<file path="src/rtl/list_split.sv">
// list_split: splits one pull-based list source into a head list (A, first split_count elements) and a tail list (B).
module list_split #(
    parameter int WIDTH = 8,
    parameter int COUNT_WIDTH = 8
) (
    input  logic                   clock,
    input  logic                   reset,
    input  logic                   ready,
    input  logic [COUNT_WIDTH-1:0] split_count,
    output logic                   src_req,
    input  logic                   src_ack,
    input  logic [WIDTH-1:0]       src_value,
    input  logic                   src_value_valid,
    input  logic                   a_req,
    output logic                   a_ack,
    output logic [WIDTH-1:0]       a_value,
    output logic                   a_value_valid,
    input  logic                   b_req,
    output logic                   b_ack,
    output logic [WIDTH-1:0]       b_value,
    output logic                   b_value_valid
);
    localparam logic [1:0] IDLE = 2'd0, FETCH_A = 2'd1, FETCH_B = 2'd2, SKIP = 2'd3;
    localparam logic [COUNT_WIDTH-1:0] one = 1;
    logic [1:0] state;
    logic [COUNT_WIDTH-1:0] cnt, split_q, cnt_inc;
    logic src_done, a_pend, b_pend, a_want, b_want;
    // a request arriving in IDLE is served in the same cycle it is seen
    assign a_want = a_pend | a_req;
    assign b_want = b_pend | b_req;
    assign cnt_inc = cnt + one;
    always_ff @(posedge clock) begin
        src_req <= 1'b0;
        a_ack <= 1'b0;
        b_ack <= 1'b0;
        if (reset || !ready) begin
            state <= IDLE;
            cnt <= '0;
            src_done <= 1'b0;
            a_pend <= 1'b0;
            b_pend <= 1'b0;
            split_q <= split_count;
            if (reset) begin
                a_value <= '0;
                b_value <= '0;
                a_value_valid <= 1'b0;
                b_value_valid <= 1'b0;
            end
        end else begin
            a_pend <= a_want;
            b_pend <= b_want;
            case (state)
                IDLE:
                    if (a_want) begin
                        a_pend <= 1'b0;
                        if (cnt < split_q && !src_done) begin
                            src_req <= 1'b1;
                            state <= FETCH_A;
                        end else begin
                            a_ack <= 1'b1;
                            a_value_valid <= 1'b0;
                        end
                    end else if (b_want) begin
                        b_pend <= 1'b0;
                        if (src_done) begin
                            b_ack <= 1'b1;
                            b_value_valid <= 1'b0;
                        end else begin
                            src_req <= 1'b1;
                            state <= (cnt == split_q) ? FETCH_B : SKIP;
                        end
                    end
                FETCH_A:
                    if (src_ack) begin
                        a_ack <= 1'b1;
                        a_value_valid <= src_value_valid;
                        if (src_value_valid) begin
                            a_value <= src_value;
                            cnt <= cnt_inc;
                        end else begin
                            src_done <= 1'b1;
                        end
                        state <= IDLE;
                    end
                FETCH_B:
                    if (src_ack) begin
                        b_ack <= 1'b1;
                        b_value <= src_value;
                        b_value_valid <= src_value_valid;
                        if (!src_value_valid) src_done <= 1'b1;
                        state <= IDLE;
                    end
                SKIP:
                    if (src_ack) begin
                        if (src_value_valid) begin
                            cnt <= cnt_inc;
                            src_req <= 1'b1;
                            state <= (cnt_inc == split_q) ? FETCH_B : SKIP;
                        end else begin
                            src_done <= 1'b1;
                            b_ack <= 1'b1;
                            b_value_valid <= 1'b0;
                            state <= IDLE;
                        end
                    end
                default: state <= IDLE;
            endcase
        end
    end
endmodule

</file>
<file path="config.mk">
export PLATFORM = sky130hd
export DESIGN_NAME = list_split
export DESIGN_NICKNAME = d
export VERILOG_FILES = /design/src/rtl/list_split.sv
export SDC_FILE = /design/constraint.sdc
export NUM_CORES = 1
export LEC_CHECK = 0
export BUFFER_PORTS_ARGS = -buffer_cell sky130_fd_sc_hd__buf_2
export CAP_MARGIN = 20
export CORE_MARGIN = 3
export CORE_UTILIZATION = 38
export CTS_CLUSTER_DIAMETER = 100
export DETAILED_ROUTE_END_ITERATION = 10
export GPL_ROUTABILITY_DRIVEN = 0
export PLACE_DENSITY = 0.62
export SYNTH_ARGS = -nofsm -noshare
export SYNTH_HDL_FRONTEND = slang
export SYNTH_SLANG_ARGS = --single-unit
export TNS_END_PERCENT = 20
</file>
<file path="constraint.sdc">
create_clock -name clock -period 2.8 [get_ports clock]
set_input_delay 0.42 -clock clock [delete_from_list [all_inputs] [get_ports clock]]
set_output_delay 0.42 -clock clock [all_outputs]
set_load 0.02 [all_outputs]
</file>
==> results by group, run 1 <==
Timing
  – Slew Limit Headroom: 0.623
  – Final Cycle Share: 0.728
  – Total count of max-transition violations in the final report: 0
  – Count of endpoints failing hold in the final timing report: 0
  – Clock tree skew after final layout: roughly 0.0033 ns
  – Final count of negative-setup-slack endpoints: 0
  – RSZ-0062 raised after global routing: false
  – Worst Hold Slack: roughly 0.30 ns
  – Slew at the pin closest to its max-slew limit: ~0.56 ns
  – Total Negative Setup Slacks: 0 ns
  – Maximum clock frequency: 0.491 GHz
  – Shortest clock period the worst path allows after layout: 2.04 ns
  – Final WS setup: roughly 0.76 ns

Synthesis
  – Yosys warning count: 0
  – Mux share of post-synthesis cell area: 0.00470
  – Post-Synth Adder-Cell Area: 0.0764
  – Largest family of logic cells by synthesized area: simple AND/OR/NAND/NOR gates
  – Gate Count Post-Synth: slightly above 200
  – Leading post-synthesis cells by cell area: sky130_fd_sc_hd__edfxtp_1 37%, sky130_fd_sc_hd__dfxtp_1 15%, sky130_fd_sc_hd__ha_1 7.6%, sky130_fd_sc_hd__nor2_1 3.2%, sky130_fd_sc_hd__xnor2_1 2.9%
  – Number of unique standard cell types used by synthesis: 44
  – Cell type contributing the most total cell area after synthesis: sky130_fd_sc_hd__edfxtp_1
  – Share of async-settable or async-resettable flops after synthesis: 0
  – Fraction of the yosys area taken by sequential cells: 0.517
  – Synth Area in Simple Gates: 0.162
  – Net count after synthesis: 238
  – Most instantiated flip-flop cell in the synthesis netlist: sky130_fd_sc_hd__edfxtp_1
  – Post-synth EDFFs: 26
  – Combined area of all synthesized cells: roughly 2100 um2
  – Synthesized flop and latch total: 42
  – Synth Area in XOR/XNOR: 0.0494
  – Yosys top cell area share: 0.367
  – Area fraction in compound gates after synthesis: 0.145
  – Mean Syn Cell Area: approximately 11 um2

Cells and area
  – Ratio of cells with drive above 1 in the final layout: 0.230
  – Final Util: 0.483
  – ANT cells: 0
  – Total number of nets in the final design: about 280
  – Layout fillers: around 510
  – Synthesis-to-finish area growth: 19.6%

Min path
  – Class of the most critical hold timing path: in2reg
  – Startpoint of the worst hold path: split_count[2]

Drt
  – Vias post-DR: ~1,600
  – Starting DRT DRC Count: between 90 and 100
  – Detailed-route vias per instance: between 5 and 6
  – Number of optimization iterations in the first detailed-route pass: 4
  – DRT antenna net count: 0
  – Average detailed-routed wire length per instance: approximately 14 um
  – Routed wire length: approximately 4400 um
  – Number of remaining DRC errors: 0

Clock network
  – Buffer cell driving the clock tree root: sky130_fd_sc_hd__clkbuf_8
  – Total number of clock tree sinks: between 40 and 50
  – Cts hold-fix bufs: 0
  – Source-to-sink clock delay at the later pin of the worst-skew pair: roughly 0.29 ns
  – # Post-CTS Setup Buffers: 0
  – H-tree depth reported by CTS: 2
  – Bufs on Longest Clock Path: 2
  – Post-cts resize count: 0
  – Clk pin slew, worst setup/hold paths: 0.08 ns
  – CTS tree: done
  – Cts bufs inserted: 5

Setup path
  – Classification of the worst setup path: reg2reg
  – Timing startpoint of the critical path: cnt[3]
  – Startpoint of the worst-slack reg-to-reg timing path: cnt[3]
  – Data arrival, critical path: 2.10 ns
  – Critical path capture point type: flip-flop
  – Category of the worst setup path launch point: flip-flop
  – Biggest fanout along the worst timing path: 12
  – CP required: between 2 and 3 ns

GRT
  – Via count of the first global-routing pass: approximately 1,500
  – Wire length of the first global-routing pass: between 7000 and 8000 um
  – Initial antenna violation count: 0
  – Largest net degree at the start of global routing: 25
  – Leftover overflow at the end of global routing: 0
  – Overall track demand over capacity in global routing: 0.144

Power
  – Sequential power share: 0.490
  – Switching power: roughly 0.33 mW
  – Largest voltage drop on the vdd net: ~0.00027 V
  – Switching fraction of total power: 0.229
  – Clk network pwr share: 0.384
  – LEAKAGE: roughly 1.1 nW
  – Cell Pwr Density: between 500 and 600 nW/um2
  – Combinational cell fraction of total power: 0.126
  – Internal power of the cells: 1.12 mW

Die
  – Initial core utilization: 0.404
  – Core area: roughly 5300 um2
  – Core Rows: 26
  – Die Span Y: about 80 um
  – Full die area: between 6000 and 7000 um2
  – Number of ports placed on the die boundary: 44
  – Die Width: approximately 81 um

Status
  – Result of the run: finished, final reports clean

Job
  – Max-cap check violation count: 0

Placement
  – Post-placement setup slack: ~0.80 ns
  – Count of input and output buffers: 43
  – Post-detail-place hpwl: 3120 um
==> flip-flops by register name, indices dropped and copies added (netlist names), 2 cells and up <==
signal / count
a_value: 8
b_value: 8
cnt: 8
split_q: 8
state: 2
==> metrics by stage <==
step	std cells	power (mW)	cell area [um2]
finish	318	1.45	2540
global route	318	1.53	2540
CTS	318	1.47	2540
detailed placement	310	0.906	2410
global placement	310	0.906	2410
floorplan	202	0.844	2130
==> area by class of cell <==
| class | instances | area (um2) | area share |
|---|---|---|---|
| clock buffers | 5 | 68.8 | 0.0270 |
| multi-input cells | 136 | 930 | 0.365 |
| repair buffers | 45 | 230 | 0.0905 |
| well taps | 70 | 87.6 | 0.0344 |
| clock inverters | 3 | 63.8 | 0.0251 |
| inverters | 17 | 63.8 | 0.0251 |
| flip-flops and latches | 42 | 1100 | 0.433 |
==> cell families after synthesis <==
kind of cell | count (synthesis)
AND/OR/NAND/NOR | 66
AO/OA/AOI/OAI | 44
flip-flops | 42
buffers and inverters | 24
adder cells (fa/ha/maj) | 13
XOR/XNOR | 12
multiplexers | 1
==> power by group through the flow <==
stage / clock (mW) / sequential (mW) / combinational [mW]
after global placement: 0 / 0.723 / 0.183
final: 0.556 / 0.709 / 0.183
after global routing: 0.616 / 0.713 / 0.203
after CTS: 0.576 / 0.709 / 0.184
after floorplan: 0 / 0.744 / 0.0995
after detailed placement: 0 / 0.723 / 0.183
==> synth_stat cells, drive strengths merged (2+ instances only) <==
cell type	count
inv	16
nor3	5
dfxtp	16
or3	3
ha	13
nand2	4
nand4	6
o21ai	10
a31o	2
a31oi	4
nand3	11
buf	5
o211ai	3
and3	4
a211o	2
nor2	18
a21o	2
edfxtp	26
xnor2	7
a21oi	8
clkbuf	2
xor2	5
a211oi	3
and2	8
o2111ai	2
nor2b	3
==> routing by layer <==
| layer | track usage | part of all wire |
|---|---|---|
| met1 | 0.195 | 0.45 |
| met2 | 0.221 | 0.49 |
| met3 | 0.0488 | 0.050 |
| met4 | 0.0405 | 0.011 |
| met5 | 0 | 0 |
==> critical path: stages, from the launching register on <==
cell and delay, ns:
sky130_fd_sc_hd__dfxtp_1 0.55, sky130_fd_sc_hd__ha_1 0.33, sky130_fd_sc_hd__a21o_1 0.17, sky130_fd_sc_hd__a21oi_1 0.18
sky130_fd_sc_hd__nand3_1 0.12, sky130_fd_sc_hd__nor2_1 0.12, sky130_fd_sc_hd__o21ai_0 0.08, sky130_fd_sc_hd__a31o_2 0.27
==> worst paths after layout <==
kind                        end  slack [ns]  cells past startpoint
setup / recovery  a_value_valid        0.76                      7
hold / removal       split_q[2]        0.30                      1
setup reg to reg  a_value_valid        0.76                      7
hold reg to reg          b_pend        0.54                      2
==> cells in the final DEF, fill, tap and decap left out, types with 2 or more instances in the layout <==
| cell | Yosys | layout |
|---|---|---|
| sky130_fd_sc_hd__nor3_1 | 5 | 5 |
| sky130_fd_sc_hd__or3_1 | 3 | 3 |
| sky130_fd_sc_hd__clkinv_1 | 1 | 2 |
| sky130_fd_sc_hd__nand4_1 | 6 | 6 |
| sky130_fd_sc_hd__nor2b_1 | 3 | 3 |
| sky130_fd_sc_hd__bufinv_16 | 0 | 2 |
| sky130_fd_sc_hd__nand2_1 | 4 | 4 |
| sky130_fd_sc_hd__xor2_1 | 5 | 5 |
| sky130_fd_sc_hd__edfxtp_1 | 26 | 26 |
| sky130_fd_sc_hd__inv_1 | 16 | 16 |
| sky130_fd_sc_hd__nand3_1 | 11 | 11 |
| sky130_fd_sc_hd__ha_1 | 13 | 13 |
| sky130_fd_sc_hd__a31o_2 | 2 | 2 |
| sky130_fd_sc_hd__a21oi_1 | 8 | 8 |
| sky130_fd_sc_hd__dfxtp_1 | 16 | 16 |
| sky130_fd_sc_hd__a21o_1 | 2 | 2 |
| sky130_fd_sc_hd__a31oi_1 | 3 | 3 |
| sky130_fd_sc_hd__o21ai_0 | 10 | 10 |
| sky130_fd_sc_hd__buf_4 | 1 | 2 |
| sky130_fd_sc_hd__o2111ai_1 | 2 | 2 |
| sky130_fd_sc_hd__a211o_1 | 2 | 2 |
| sky130_fd_sc_hd__buf_2 | 3 | 43 |
| sky130_fd_sc_hd__and2_1 | 8 | 8 |
| sky130_fd_sc_hd__o211ai_1 | 2 | 2 |
| sky130_fd_sc_hd__clkbuf_8 | 0 | 5 |
| sky130_fd_sc_hd__and3_1 | 4 | 4 |
| sky130_fd_sc_hd__a211oi_1 | 3 | 3 |
| sky130_fd_sc_hd__xnor2_1 | 7 | 7 |
| sky130_fd_sc_hd__nor2_1 | 18 | 18 |
Note: power is estimated with default switching activity, not from simulation.
==> run 2: changes to the inputs <==
- ABC_AREA: default -> 1
- PLACE_DENSITY: 0.62 -> 0.64
- clock period: 2.8 -> 1.65 ns (I/O delays scaled with it)
==> results by group, run 2 <==
GRT
  – Overall track demand over capacity in global routing: 0.159
  – Met3 track utilization from global routing: 0.0390
  – Via count of the first global-routing pass: between 1,500 and 2,000
  – Largest net degree at the start of global routing: 14
  – Initial antenna violation count: 0
  – Met1 Use GR: 0.201
  – Wire length of the first global-routing pass: about 8000 um
  – Leftover overflow at the end of global routing: 0
  – Fraction of met2 tracks used by global routing: 0.259
  – Grt peak-use layer: met2

Power
  – LEAKAGE: around 1.3 nW
  – Largest voltage drop on the vdd net: ~0.00043 V
  – Cell Pwr Density: 842 nW/um2

Cells and area
  – Synthesis-to-finish area growth: 27.1%
  – Ratio of cells with drive above 1 in the final layout: 0.301
  – Highest-count cells in the layout ignoring fill and taps: 58 x sky130_fd_sc_hd__nand2_1, 44 x sky130_fd_sc_hd__inv_1, 43 x sky130_fd_sc_hd__buf_2
  – Total number of nets in the final design: between 300 and 400
  – Final Util: 0.504
  – Layout fillers: 549
  – ANT cells: 0
  – Most common cell after layout, fill and taps aside: sky130_fd_sc_hd__nand2_1

Drt
  – Starting DRT DRC Count: 100
  – Average detailed-routed wire length per instance: roughly 12 um
  – Vias post-DR: around 1,900
  – Number of remaining DRC errors: 0
  – Routed wire length: about 5000 um
  – DRT antenna net count: 0
  – Detailed-route vias per instance: 4.62
  – Number of optimization iterations in the first detailed-route pass: 4

Min path
  – Startpoint of the worst hold path: split_count[4]
  – Hold Path Cell Cnt: 1
  – Class of the most critical hold timing path: in2reg
  – Worst Hold End: split_q[4]

Setup path
  – Data arrival, critical path: 1.81 ns
  – Depth of the worst register-to-register path: 10
  – Worst-path cell chain: inv_2, ha_1, a21o_1, nor2_2, nand3_2, nand3_2, nand2_2, nand2_1, nand2_1, a21oi_2
  – Count of buffering cells on the critical path with inverters included: 1
  – Delay of the slowest cell on the worst path: just over 0.4 ns
  – Cell at the slowest stage of the critical path: sky130_fd_sc_hd__edfxtp_1
  – Reg2reg end: state[0]
  – Startpoint of the worst-slack reg-to-reg timing path: split_q[7]
  – Classification of the worst setup path: reg2reg
  – Category of the worst setup path launch point: flip-flop
  – Biggest fanout along the worst timing path: 3
  – CP required: 1.88 ns
  – Critical path capture point type: flip-flop
  – CP top delay family: simple AND/OR/NAND/NOR gates
  – Timing startpoint of the critical path: split_q[7]
  – Flop-to-flop setup slack: 0.07 ns

Timing
  – Maximum clock frequency: roughly 0.63 GHz
  – Count of endpoints failing hold in the final timing report: 0
  – RSZ-0062 raised after global routing: true
  – Shortest clock period the worst path allows after layout: approximately 1.6 ns
  – Final Cycle Share: 0.957
  – Clock tree skew after final layout: approximately 0.0098 ns
  – Slew Limit Headroom: 0.762
  – Worst Hold Slack: ~0.13 ns
  – Final count of negative-setup-slack endpoints: 0
  – Total count of max-transition violations in the final report: 0
  – Slew at the pin closest to its max-slew limit: approximately 0.35 ns

Synthesis
  – Share of async-settable or async-resettable flops after synthesis: 0
  – Mean Syn Cell Area: approximately 8.4 um2
  – Fraction of the yosys area taken by sequential cells: 0.498
  – Cell type contributing the most total cell area after synthesis: sky130_fd_sc_hd__edfxtp_1
  – Most instantiated flip-flop cell in the synthesis netlist: sky130_fd_sc_hd__edfxtp_1
  – Number of unique standard cell types used by synthesis: 29
  – Synthesized flop and latch total: 42
  – Leading post-synthesis cells by cell area: sky130_fd_sc_hd__edfxtp_1 35%, sky130_fd_sc_hd__dfxtp_1 14%, sky130_fd_sc_hd__nand2_1 10%, sky130_fd_sc_hd__inv_1 7.8%, sky130_fd_sc_hd__ha_1 7.4%
  – Yosys top cell area share: 0.353
  – Ranking of synthesized cells by instance count: 59 x sky130_fd_sc_hd__nand2_1, 46 x sky130_fd_sc_hd__inv_1, 30 x sky130_fd_sc_hd__nor2_1, 26 x sky130_fd_sc_hd__edfxtp_1, 20 x sky130_fd_sc_hd__nand3_1
  – Post-synth EDFFs: 26
  – Most repeated cell in the gate-level netlist after synthesis: sky130_fd_sc_hd__nand2_1
  – Net count after synthesis: 300
  – Combined area of all synthesized cells: 2210 um2
  – Gate Count Post-Synth: between 200 and 300
  – Yosys warning count: 0

Clock network
  – Clk pin slew, worst setup/hold paths: around 0.08 ns
  – CTS tree: done
  – Source-to-sink clock delay at the later pin of the worst-skew pair: 0.30 ns
  – Buffer cell driving the clock tree root: sky130_fd_sc_hd__clkbuf_8
  – Cts hold-fix bufs: 0
  – Cts bufs inserted: 5
  – Bufs on Longest Clock Path: 2
  – H-tree depth reported by CTS: 2
  – Total number of clock tree sinks: 42

Die
  – Full die area: 6770 um2
  – Core area: 5570 um2
  – Initial core utilization: 0.396
  – Number of ports placed on the die boundary: between 40 and 50
  – Die Width: 82.3 um
  – Die Span Y: a little over 80 um
  – Core Rows: 27

Placement
  – Post-detail-place hpwl: 3920 um
  – Count of input and output buffers: 43

Status
  – Result of the run: finished, final reports clean

Job
  – Max-cap check violation count: 0
## run 2: cell count changes in the layout (fill, tap and decap cells not counted), sizes merged, moves of 4 or more
| cell | before | now |
|---|---|---|
| nand4 | 6 | 1 |
| nand2 | 4 | 62 |
| and2 | 8 | 1 |
| buf | 45 | 65 |
| xnor2 | 7 | 0 |
| xor2 | 5 | 0 |
| inv | 16 | 46 |
| a21oi | 8 | 12 |
| nand3 | 11 | 20 |
| nor2 | 18 | 34 |
| and3 | 4 | 0 |
## run 2: timing repair
item | CTS | global route
endpoints found under the setup margin | 1 | 11
buffers inserted | 0 | 3
pin swaps | 1 | 6
gates resized for setup | 2 | 15
gates cloned | 0 | 0
## run 2: layout make-up
cell class | count | area, um2 | share of cell area
Clock inverter | 2 | 37.5 | 0.0134
Clock buffer | 6 | 72.6 | 0.0258
Sequential cell | 42 | 1100 | 0.393
Timing Repair Buffer | 65 | 380 | 0.135
Multi-Input combinational cell | 171 | 950 | 0.338
Inverter | 46 | 173 | 0.0615
Tap cell | 72 | 90.1 | 0.0321
## run 2: where the power goes
group / internal (mW) / total (mW) / switching (mW)
Sequential: 1.18 / 1.20 / 0.0257
Clock: 0.452 / 0.810 / 0.359
Combinational: 0.141 / 0.353 / 0.212
Total: 1.77 / 2.36 / 0.597
## run 2: per-stage QoR
| stage | total power [mW] | cells | area, um2 | TNS (ns) | setup slack, ns |
|---|---|---|---|---|---|
| finish | 2.36 | 404 | 2810 | 0 | 0.0706 |
| global route | 2.48 | 404 | 2810 | -0.119 | -0.0410 |
| CTS | 2.38 | 401 | 2750 | -0.00117 | -0.00117 |
| detailed placement | 1.56 | 393 | 2630 | -0.0132 | -0.0132 |
| global placement | 1.56 | 393 | 2630 | 0 | 0.0172 |
| floorplan | 1.43 | 264 | 2210 | -0.127 | -0.0158 |
## run 2: logic make-up (layout without fill, tap and decap cells)
logic type                 count (synthesis)  in the layout  synth area share
and+or+nand+nor                          125            125             0.243
adders and majority gates                 13             13            0.0736
DFF                                       42             42             0.498
buffers and inverters                     51            119            0.0917
AOI/OAI and AO/OA                         33             33            0.0934
## run 2: worst max-delay path by stage
| stage | cells after the start | end |
|---|---|---|
| finish | 10 | state[0] |
| global route | 13 | state[0] |
| CTS | 8 | a_value_valid |
| detailed placement | 9 | state[0] |
| global placement | 9 | state[0] |
| floorplan | 4 | b_value[0] |
## run 2: worst register-to-register path: cells and delay by family (launching register included)
family	cells	cell delay (ns)
buffers and inverters	1	0.08
and+or+nand+nor	6	0.54
AOI/OAI and AO/OA	2	0.28
adders and majority gates	1	0.23
DFF	1	0.41
## run 2: metal layers
metal / vias up / share of wire
li1: 987 / -
met1: 844 / 0.45
met2: 29 / 0.50
met3: 7 / 0.038
met4: 0 / 0.013
met5: - / 0
